## src/rtl/regfile_pkg.sv

```systemverilog
// Shared definitions for the i281 parametrised register file: clear-engine
// states, default sizing and the architectural register indices.
package regfile_pkg;

    localparam int DEF_DATA_W   = 8;
    localparam int DEF_NUM_REGS = 4;

    localparam int REG_A = 0;
    localparam int REG_B = 1;
    localparam int REG_C = 2;
    localparam int REG_D = 3;

    typedef enum logic [1:0] {
        CLR_IDLE,
        CLR_SWEEP,
        CLR_DONE
    } clr_state_e;

    function automatic logic sel_ok(input int sel, input int num_regs);
        return sel < num_regs;
    endfunction

endpackage

```

## src/rtl/regfile_if.sv

```systemverilog
// Register-file access bus: one write port, a load-lock request, two read
// ports with lock status, and the clear-sweep handshake.
interface regfile_if #(
    parameter int DATA_W = 8,
    parameter int SEL_W  = 2
);
    logic              wr_en;
    logic [SEL_W-1:0]  wr_sel;
    logic [DATA_W-1:0] wr_data;
    logic [SEL_W-1:0]  rd0_sel;
    logic [SEL_W-1:0]  rd1_sel;
    logic [DATA_W-1:0] rd0_data;
    logic [DATA_W-1:0] rd1_data;
    logic              rd0_locked;
    logic              rd1_locked;
    logic              lock_en;
    logic [SEL_W-1:0]  lock_sel;
    logic              clr_req;
    logic              clr_busy;
    logic              clr_done;

    modport master (
        output wr_en, wr_sel, wr_data, rd0_sel, rd1_sel, lock_en, lock_sel, clr_req,
        input  rd0_data, rd1_data, rd0_locked, rd1_locked, clr_busy, clr_done
    );

    modport slave (
        input  wr_en, wr_sel, wr_data, rd0_sel, rd1_sel, lock_en, lock_sel, clr_req,
        output rd0_data, rd1_data, rd0_locked, rd1_locked, clr_busy, clr_done
    );
endinterface

```

## src/rtl/regfile_clear_fsm.sv

```systemverilog
// Sequential clear engine: walks idx across every register, one per cycle,
// then pulses clr_done for a single cycle. All outputs are registered.
module regfile_clear_fsm
    import regfile_pkg::*;
#(
    parameter int NUM_REGS = DEF_NUM_REGS,
    parameter int SEL_W    = $clog2(NUM_REGS)
) (
    input  logic             clk,
    input  logic             reset,
    input  logic             i_clr_req,
    output logic             o_clr_busy,
    output logic             o_clr_done,
    output logic             o_clr_we,
    output logic [SEL_W-1:0] o_clr_idx
);

    localparam logic [SEL_W-1:0] LAST_IDX = SEL_W'(NUM_REGS - 1);

    clr_state_e       r_state;
    logic [SEL_W-1:0] r_idx;
    logic             r_busy;
    logic             r_done;

    // NOTE: state is updated with non-blocking assignments so every flop
    // samples pre-edge values; blocking here would create order-dependent races.
    always_ff @(posedge clk) begin
        if (reset) begin
            r_state <= CLR_IDLE;
            r_idx   <= '0;
            r_busy  <= 1'b0;
            r_done  <= 1'b0;
        end else begin
            r_done <= 1'b0;
            case (r_state)
                CLR_IDLE: begin
                    if (i_clr_req) begin
                        r_state <= CLR_SWEEP;
                        r_idx   <= '0;
                        r_busy  <= 1'b1;
                    end
                end
                CLR_SWEEP: begin
                    if (r_idx == LAST_IDX) begin
                        r_state <= CLR_DONE;
                        r_idx   <= '0;
                        r_busy  <= 1'b0;
                        r_done  <= 1'b1;
                    end else begin
                        r_idx <= r_idx + 1'b1;
                    end
                end
                CLR_DONE: r_state <= CLR_IDLE;
                default:  r_state <= CLR_IDLE;
            endcase
        end
    end

    assign o_clr_busy = r_busy;
    assign o_clr_done = r_done;
    assign o_clr_we   = r_busy;
    assign o_clr_idx  = r_idx;

endmodule

```

## src/rtl/regfile_param.sv

```systemverilog
// Parametrised i281 register file: storage, per-register load locks,
// write/lock arbitration against the clear engine, and two read muxes.
module regfile_param
    import regfile_pkg::*;
#(
    parameter int DATA_W   = DEF_DATA_W,
    parameter int NUM_REGS = DEF_NUM_REGS,
    parameter int SEL_W    = $clog2(NUM_REGS),
    parameter int BYPASS   = 1
) (
    input  logic     clk,
    input  logic     reset,
    regfile_if.slave bus
);

    logic [DATA_W-1:0]   r_regs [NUM_REGS];
    logic [NUM_REGS-1:0] r_lock;

    logic              w_clr_busy;
    logic              w_clr_done;
    logic              w_clr_we;
    logic [SEL_W-1:0]  w_clr_idx;
    logic              w_ext_ok;
    logic              w_wr_acc;
    logic              w_lock_acc;
    logic [DATA_W-1:0] w_rd0_data;
    logic [DATA_W-1:0] w_rd1_data;
    logic              w_rd0_locked;
    logic              w_rd1_locked;

    regfile_clear_fsm #(
        .NUM_REGS (NUM_REGS),
        .SEL_W    (SEL_W)
    ) u_clear_fsm (
        .clk        (clk),
        .reset      (reset),
        .i_clr_req  (bus.clr_req),
        .o_clr_busy (w_clr_busy),
        .o_clr_done (w_clr_done),
        .o_clr_we   (w_clr_we),
        .o_clr_idx  (w_clr_idx)
    );

    // External traffic is dropped for the whole sweep, including the done cycle.
    assign w_ext_ok   = !w_clr_busy && !w_clr_done && !reset;
    assign w_wr_acc   = bus.wr_en && w_ext_ok && sel_ok(int'(bus.wr_sel), NUM_REGS);
    assign w_lock_acc = bus.lock_en && w_ext_ok && sel_ok(int'(bus.lock_sel), NUM_REGS);

    // NOTE: the storage array is reset explicitly because software relies on a
    // zeroed file after reset; that forbids mapping it onto RAM macros.
    always_ff @(posedge clk) begin
        if (reset) begin
            for (int i = 0; i < NUM_REGS; i++) begin
                r_regs[i] <= '0;
            end
            r_lock <= '0;
        end else begin
            if (w_clr_we) begin
                r_regs[w_clr_idx] <= '0;
                r_lock[w_clr_idx] <= 1'b0;
            end
            if (w_wr_acc) begin
                r_regs[bus.wr_sel] <= bus.wr_data;
                r_lock[bus.wr_sel] <= 1'b0;
            end
            // Placed last so a lock on the register being written wins.
            if (w_lock_acc) begin
                r_lock[bus.lock_sel] <= 1'b1;
            end
        end
    end

    // NOTE: every output of the combinational muxes gets a default first so
    // no path leaves it unassigned and no latch is inferred.
    always_comb begin
        w_rd0_data   = '0;
        w_rd0_locked = 1'b0;
        if (sel_ok(int'(bus.rd0_sel), NUM_REGS)) begin
            w_rd0_data   = r_regs[bus.rd0_sel];
            w_rd0_locked = r_lock[bus.rd0_sel];
        end
        if (BYPASS != 0 && w_wr_acc && bus.rd0_sel == bus.wr_sel) begin
            w_rd0_data   = bus.wr_data;
            w_rd0_locked = 1'b0;
        end
    end

    always_comb begin
        w_rd1_data   = '0;
        w_rd1_locked = 1'b0;
        if (sel_ok(int'(bus.rd1_sel), NUM_REGS)) begin
            w_rd1_data   = r_regs[bus.rd1_sel];
            w_rd1_locked = r_lock[bus.rd1_sel];
        end
        if (BYPASS != 0 && w_wr_acc && bus.rd1_sel == bus.wr_sel) begin
            w_rd1_data   = bus.wr_data;
            w_rd1_locked = 1'b0;
        end
    end

    assign bus.rd0_data   = w_rd0_data;
    assign bus.rd1_data   = w_rd1_data;
    assign bus.rd0_locked = w_rd0_locked;
    assign bus.rd1_locked = w_rd1_locked;
    assign bus.clr_busy   = w_clr_busy;
    assign bus.clr_done   = w_clr_done;

endmodule

```

## src/flat_wrapper.sv

```systemverilog
// flat-port wrapper written by rule: the top's interface ports become plain ports
module regfile_param_flat import regfile_pkg::*;
#(
    parameter int DATA_W   = DEF_DATA_W,
    parameter int NUM_REGS = DEF_NUM_REGS,
    parameter int SEL_W    = $clog2(NUM_REGS),
    parameter int BYPASS   = 1
)
  (clk, reset, bus_wr_en, bus_wr_sel, bus_wr_data, bus_rd0_sel, bus_rd1_sel, bus_lock_en, bus_lock_sel, bus_clr_req, bus_rd0_data, bus_rd1_data, bus_rd0_locked, bus_rd1_locked, bus_clr_busy, bus_clr_done);
  regfile_if #(.DATA_W(DATA_W), .SEL_W(SEL_W)) bus_i ();
  input  logic clk;
  input  logic reset;
  input wire logic [$bits(bus_i.wr_en)-1:0] bus_wr_en;
  input wire logic [$bits(bus_i.wr_sel)-1:0] bus_wr_sel;
  input wire logic [$bits(bus_i.wr_data)-1:0] bus_wr_data;
  input wire logic [$bits(bus_i.rd0_sel)-1:0] bus_rd0_sel;
  input wire logic [$bits(bus_i.rd1_sel)-1:0] bus_rd1_sel;
  input wire logic [$bits(bus_i.lock_en)-1:0] bus_lock_en;
  input wire logic [$bits(bus_i.lock_sel)-1:0] bus_lock_sel;
  input wire logic [$bits(bus_i.clr_req)-1:0] bus_clr_req;
  output wire logic [$bits(bus_i.rd0_data)-1:0] bus_rd0_data;
  output wire logic [$bits(bus_i.rd1_data)-1:0] bus_rd1_data;
  output wire logic [$bits(bus_i.rd0_locked)-1:0] bus_rd0_locked;
  output wire logic [$bits(bus_i.rd1_locked)-1:0] bus_rd1_locked;
  output wire logic [$bits(bus_i.clr_busy)-1:0] bus_clr_busy;
  output wire logic [$bits(bus_i.clr_done)-1:0] bus_clr_done;
  assign bus_i.wr_en = bus_wr_en;
  assign bus_i.wr_sel = bus_wr_sel;
  assign bus_i.wr_data = bus_wr_data;
  assign bus_i.rd0_sel = bus_rd0_sel;
  assign bus_i.rd1_sel = bus_rd1_sel;
  assign bus_i.lock_en = bus_lock_en;
  assign bus_i.lock_sel = bus_lock_sel;
  assign bus_i.clr_req = bus_clr_req;
  assign bus_rd0_data = bus_i.rd0_data;
  assign bus_rd1_data = bus_i.rd1_data;
  assign bus_rd0_locked = bus_i.rd0_locked;
  assign bus_rd1_locked = bus_i.rd1_locked;
  assign bus_clr_busy = bus_i.clr_busy;
  assign bus_clr_done = bus_i.clr_done;
  regfile_param #(.DATA_W(DATA_W), .NUM_REGS(NUM_REGS), .SEL_W(SEL_W), .BYPASS(BYPASS)) u_core (.clk(clk), .reset(reset), .bus(bus_i));
endmodule
```

## config.mk

```make
export PLATFORM = sky130hd
export DESIGN_NAME = regfile_param_flat
export DESIGN_NICKNAME = d
export VERILOG_FILES = /design/src/rtl/regfile_pkg.sv /design/src/rtl/regfile_if.sv /design/src/rtl/regfile_clear_fsm.sv /design/src/rtl/regfile_param.sv /design/src/flat_wrapper.sv
export SDC_FILE = /design/constraint.sdc
export NUM_CORES = 1
export LEC_CHECK = 0
export BUFFER_PORTS_ARGS = -buffer_cell sky130_fd_sc_hd__buf_2
export CORE_AREA = 2 2 101 74
export DETAILED_ROUTE_END_ITERATION = 6
export DIE_AREA = 0 0 103 76
export HOLD_SLACK_MARGIN = 0.03
export PLACE_DENSITY_LB_ADDON = 0.08
export SLEW_MARGIN = 20
export SYNTH_ARGS = -nofsm -noshare
export SYNTH_HDL_FRONTEND = slang
export SYNTH_SLANG_ARGS = --single-unit
```

## constraint.sdc

```tcl
create_clock -name clk -period 3.2 [get_ports clk]
set_input_delay 0.48 -clock clk [delete_from_list [all_inputs] [get_ports clk]]
set_output_delay 0.48 -clock clk [all_outputs]
set_load 0.05 [all_outputs]
```

* Yosys cells after proc, flatten, opt, wreduce, memory -nomap -nowiden *
Memory sizes are Yosys's and may differ from the RTL's.
Cells that the tools add are included.

word-level totals
  bits in registers = 10
  memory bits (writable) = 32
  memories = 1
  output and inout port bits = 20

cells by class
  reduce and logical (&&, ||, !) cells = 20
  bitwise operators = 6
  magnitude comparators = 8
  equality and inequality tests = 6
  add/subtract/negate cells = 1
  mux-type cells = 43

memory list
  name           words  width  rd ports  clocked after Yosys merged registers in  wr ports  RTL line             text
  u_core.r_regs  4      8      2         0                                        4         regfile_param.sv:16  logic [DATA_W-1:0] r_regs [NUM_REGS];

operator list
  kind                   count
  $mux W8                4
  $mux W1                20
  $mux W4                5
  $reduce_or A8 Y1       2
  $lt A2 B3 Y1 const B   5
  $mux W2                6
  $logic_and A1 B1 Y1    9
  $and A4 B4 Y4          2
  $not A4 Y4             2
  $pmux W2 S2            2
  $demux W1 S2           3
  $ge A2 B1 Y1 const B   3
  $bmux W1 S2            2
  $eq A2 B2 Y1           2
  $ne A2 B2 Y1 const B   2
  $or A4 B4 Y4           1
  $reduce_and A2 Y1      2
  $logic_not A1 Y1       3
  $reduce_and A3 Y1      1
  $add A2 B1 Y2 const B  1
  $eq A2 B1 Y1 const B   1
  $eq A2 B2 Y1 const B   1
  $logic_not A2 Y1       1
  $pmux W1 S2            1
  3 further kinds        3

* Logic depth before layout (Yosys ltp) *
  depth in word-level cells = 13
  gate-level depth with buffers = 5

* By module *
Synthesis repeated with hierarchy kept, for this count alone.

second synthesis, totals
  cell total of the unflattened synthesis = 172
  area total of the unflattened synthesis = 2407.3 um2

modules (own cells, without submodules)
  module             sequential area each (um2)  cells each  area each (um2)  times used
  regfile_param      1041.0                      146         2110.8           1
  regfile_clear_fsm  120.1                       26          296.5            1

* Least setup slack after synthesis *
Ideal clock, no wire load.

  path type = register -> register
  from = register u_core.u_clear_fsm.r_busy, in the netlist u_core.u_clear_fsm.o_clr_busy
  to = memory u_core.r_regs[3][0], enable pin
  required time = 2813 ps
  slack = 853 ps
  stages on the path, launching flop included = 5
  data arrival time = 1960 ps
  setup time = 387 ps
  cells stage by stage = dfxtp_1 buf_2 and2_1 nor2_1 o31ai_1

RTL lines
  what                    RTL line                 text
  start, declared         regfile_clear_fsm.sv:22  logic r_busy;
  start signal, assigned  regfile_clear_fsm.sv:31  r_busy <= 1'b0;
  start signal, assigned  regfile_clear_fsm.sv:40  r_busy <= 1'b1;
  start signal, assigned  regfile_clear_fsm.sv:47  r_busy <= 1'b0;
  end, declared           regfile_param.sv:16

* Worst setup path after layout *
  from = register u_core.u_clear_fsm.r_done, in the netlist u_core.u_clear_fsm.o_clr_done
  to = output port bus_rd0_data[0]

between the ends
  word-level cells in the longest chain between the ends = 6

RTL lines
  what                              RTL line                 text
  start, declared                   regfile_clear_fsm.sv:23  logic r_done;
  start signal, assigned            regfile_clear_fsm.sv:32  r_done <= 1'b0;
  start signal, assigned            regfile_clear_fsm.sv:34  r_done <= 1'b0;
  start signal, assigned            regfile_clear_fsm.sv:48  r_done <= 1'b1;
  $logic_not A1 Y1                  regfile_param.sv:45      assign w_ext_ok = !w_clr_busy && !w_clr_done && !reset;
  $logic_and A1 B1 Y1 (2 in a row)  regfile_param.sv:45
  $logic_and A1 B1 Y1               regfile_param.sv:46      assign w_wr_acc = bus.wr_en && w_ext_ok && sel_ok(int'(bus.wr_sel), NUM_REGS);
  $logic_and A1 B1 Y1               regfile_param.sv:82      if (BYPASS != 0 && w_wr_acc && bus.rd0_sel == bus.wr_sel) begin
  $mux W8                           regfile_param.sv:82
  end, declared                     flat_wrapper.sv:21       output wire logic [$bits(bus_i.rd0_data)-1:0] bus_rd0_data;

Every way passes these cells.

==> results.md <==
* Congestion Overflow GR at 0
* Sw frac at 0.300
* Clock power frac at 0.306
* Yosys top cell area share at 0.392
* Antenna diodes at 0
* Sw power at 0.000412 W
* DRT Wirelength at 5990 um
* Syn Area/Cell at 12.7 sq um
* Ys Warns at 0
* Cts bufs inserted at 5
* Dominant synthesized flop cell: edfxtp_1
* Post-CTS setup buffers at 0
* H-Tree Depth at 2
* Vias per inst at 4.98
* Cells along the critical path: nor4b_4 > nand3_2 > mux2_2 > buf_2
* First-pass iteration count of the detailed router at 5
* Dominant cell type by area after synthesis: edfxtp_1
* Via count at 1668
* Final Skew at 0.00541 ns
* Die W at 103 um
* Type of the tightest min-delay check: in2reg
* Tcrit/Tclk final at 0.843
* CTS clk-pin slew, worst paths at 0.08 ns
* Layout Nets at 261
* Max Slew Vio Count at 0
* Post-DRT Antenna Nets at 0
* CP Launch Type: flip-flop
* Critical path required time at 2.72 ns
* Slowest CP cell: nor4b_4
* Post-placement cell count at 327
* Relative slew slack at 0.585
* Vias in the first global route at 1653
* # port buffers at 40
* Drt drc at 0
* Dpl cell area at 2770 sq um
* Routability cong. at 0.736
* Worst reg2reg path depth at 4
* RSZ-0062 raised after global routing: no
* Resize count post-CTS at 0
* 1st-iter DRT viols at 86
* Endpoints failing setup at 0
* Worst-Margin Slew at 0.614 ns
* Number of synthesized flops with an enable pin at 32
* Setup TNS Final at 0 ns
* Final Hold Vio Count at 0
* Share of layout cells above drive strength 1 at 0.397
* Initial antenna violation count at 0
* Crit. End Element: output pin
* Slowest Stage Delay on Critical Path at 0.51 ns
* Pint at 0.000964 W
* CTS root buf: clkbuf_8
* I/O pins at 41
* Gr usage total at 0.163
* Synth area leaders: edfxtp_1 39%, mux4_2 17%, dfxtp_1 8.2%
* Combinational power share at 0.230
* Non-Filler Instances at 335
* Synth Instances at 193
* Clk buf depth at 2
* Synth unique cells at 39
* Starting Density at 0.352
* Post-synth ARST share at 0
* Largest net degree at the start of global routing at 17
* Final setup margin at 0.501 ns
* Power per cell area at 478 nW/um^2
* Most frequent cells after synthesis: 32 x edfxtp_1, 28 x nor2_1, 18 x mux4_2
* Wirelength per Cell at 17.9 um
* Row Count at 26
* Synth-to-Final Area Change at 17.4%
* Register area share after synthesis at 0.474
* Status: finished, final reports clean
* Core ar. at 6960 sq um
* WHS Path Cells at 2
* FF+latch count, synth at 42
* Max Clk Rate at 371 MHz
* Critical Path AT at 2.22 ns
* Post-DP HPWL at 4230 um
* # clock sinks at 42
* Hold Buf Count CTS at 0
* Mapped Area at 2450 sq um
* Crit path kind: reg2out
* Cell area after layout at 2880 sq um
* Die H at 76 um
* CTS tree: done
* CP max FO at 9
* Tmin final at 2.70 ns
* Post-synth net total at 218
* First-pass GRT wire length at 9430 um
* Static leakage at 1.15 nW
* Count of max-cap constraint violations at 0
* Sequential Power Share at 0.464
* Worst ir drop on vdd at 0.000212 V
* Clock network latency to the later pin of the worst-skew pair at 0.29 ns
* Setup slack at placement at 0.497 ns
* Most common cell in the netlist: edfxtp_1
* Die area at 7830 sq um
## placed cells by master, fill, tap and decap left out, types with 2 or more instances in the layout
master    netlist  final
buf_2           8     40
edfxtp_1       32     32
nor2_1         28     28
mux4_2         18     18
mux2_2         16     16
nand2_1        15     15
inv_1          14     14
dfxtp_1        10     10
clkbuf_8        0      5
buf_4           0      5
xnor2_1         4      4
nand3_1         4      4
ha_1            4      4
and2_1          3      3
nand3_2         2      2
nor4b_1         2      2
nor2b_1         2      2
o221ai_2        2      2
nand2b_1        2      2
o21ai_0         2      2
and3_1          2      2
o21bai_1        2      2
a32oi_1         2      2
and4_1          2      2
## final timing paths
check | start | endpoint | slack (ns)
max | u_core.u_clear_fsm.o_clr_done | bus_rd0_data[0] | 0.50
min reg2reg | u_core.r_lock[2] | u_core.r_lock[2] | 0.51
min | bus_lock_sel[0] | u_core.r_lock[0] | 0.42
max reg2reg | u_core.u_clear_fsm.o_clr_busy | u_core.r_regs[0][2] | 0.95
## kinds of logic (layout without fill, tap and decap cells)
group           count (synthesis)  in the layout  share of synthesized area
mux                            35             35                      0.243
fa+ha+maj                       4              4                     0.0204
buf+inv                        23             67                     0.0393
simple gates                   71             71                      0.158
compound gates                 14             14                     0.0510
flops                          42             42                      0.474
xor+xnor                        4              4                     0.0143
## power groups by stage
stage	logic, W	registers (W)	clock network, W
2_1_floorplan	0.000235	0.000649	0
3_3_place_gp	0.000318	0.000651	0
3_5_place_dp	0.000318	0.000651	0
4_1_cts	0.000319	0.000639	0.000432
5_1_grt	0.000338	0.000644	0.000450
6_report	0.000316	0.000639	0.000422
## state kept, by name (all words and copies together) (netlist names)
name,flops
u_core.r_regs,32
u_core.r_lock,4
u_core.u_clear_fsm.o_clr_idx,2
u_core.u_clear_fsm.r_state,2
u_core.u_clear_fsm.o_clr_busy,1
u_core.u_clear_fsm.o_clr_done,1
## cell type report
cell class / count / area (sq um)
Fill cell: 695 / 4080
Timing Repair Buffer: 45 / 238
Tap cell: 98 / 123
Inverter: 14 / 52.6
Sequential cell: 42 / 1160
Clock inverter: 2 / 37.5
Clock buffer: 6 / 72.6
Multi-Input combinational cell: 128 / 1190
## through the flow
stage          total power [W]   util  hold slack, ns
2_1_floorplan         0.000884      -           0.454
3_3_place_gp          0.000969  0.398           0.507
3_5_place_dp          0.000970  0.398           0.502
4_1_cts                0.00139  0.413           0.411
5_1_grt                0.00143  0.413           0.422
6_report               0.00138  0.413           0.416
## routing by layer
| layer | wire length [um] | global-route usage | share of wire | up-vias |
|---|---|---|---|---|
| met5 | 0 | 0 | 0 | - |
| met4 | 42 | 0.0329 | 0.0070 | 0 |
| met3 | 249 | 0.0303 | 0.042 | 5 |
| met2 | 2550 | 0.225 | 0.43 | 36 |
| met1 | 3150 | 0.266 | 0.53 | 819 |
| li1 | - | - | - | 808 |
## worst max-delay path: cells and delay by family (launching register included)
kind | cells | cell delay, ns
buffers and inverters | 1 | 0.21
AND/OR/NAND/NOR | 2 | 0.93
multiplexers | 1 | 0.39
flip-flops | 1 | 0.39
(Power assumes the default switching activity.)
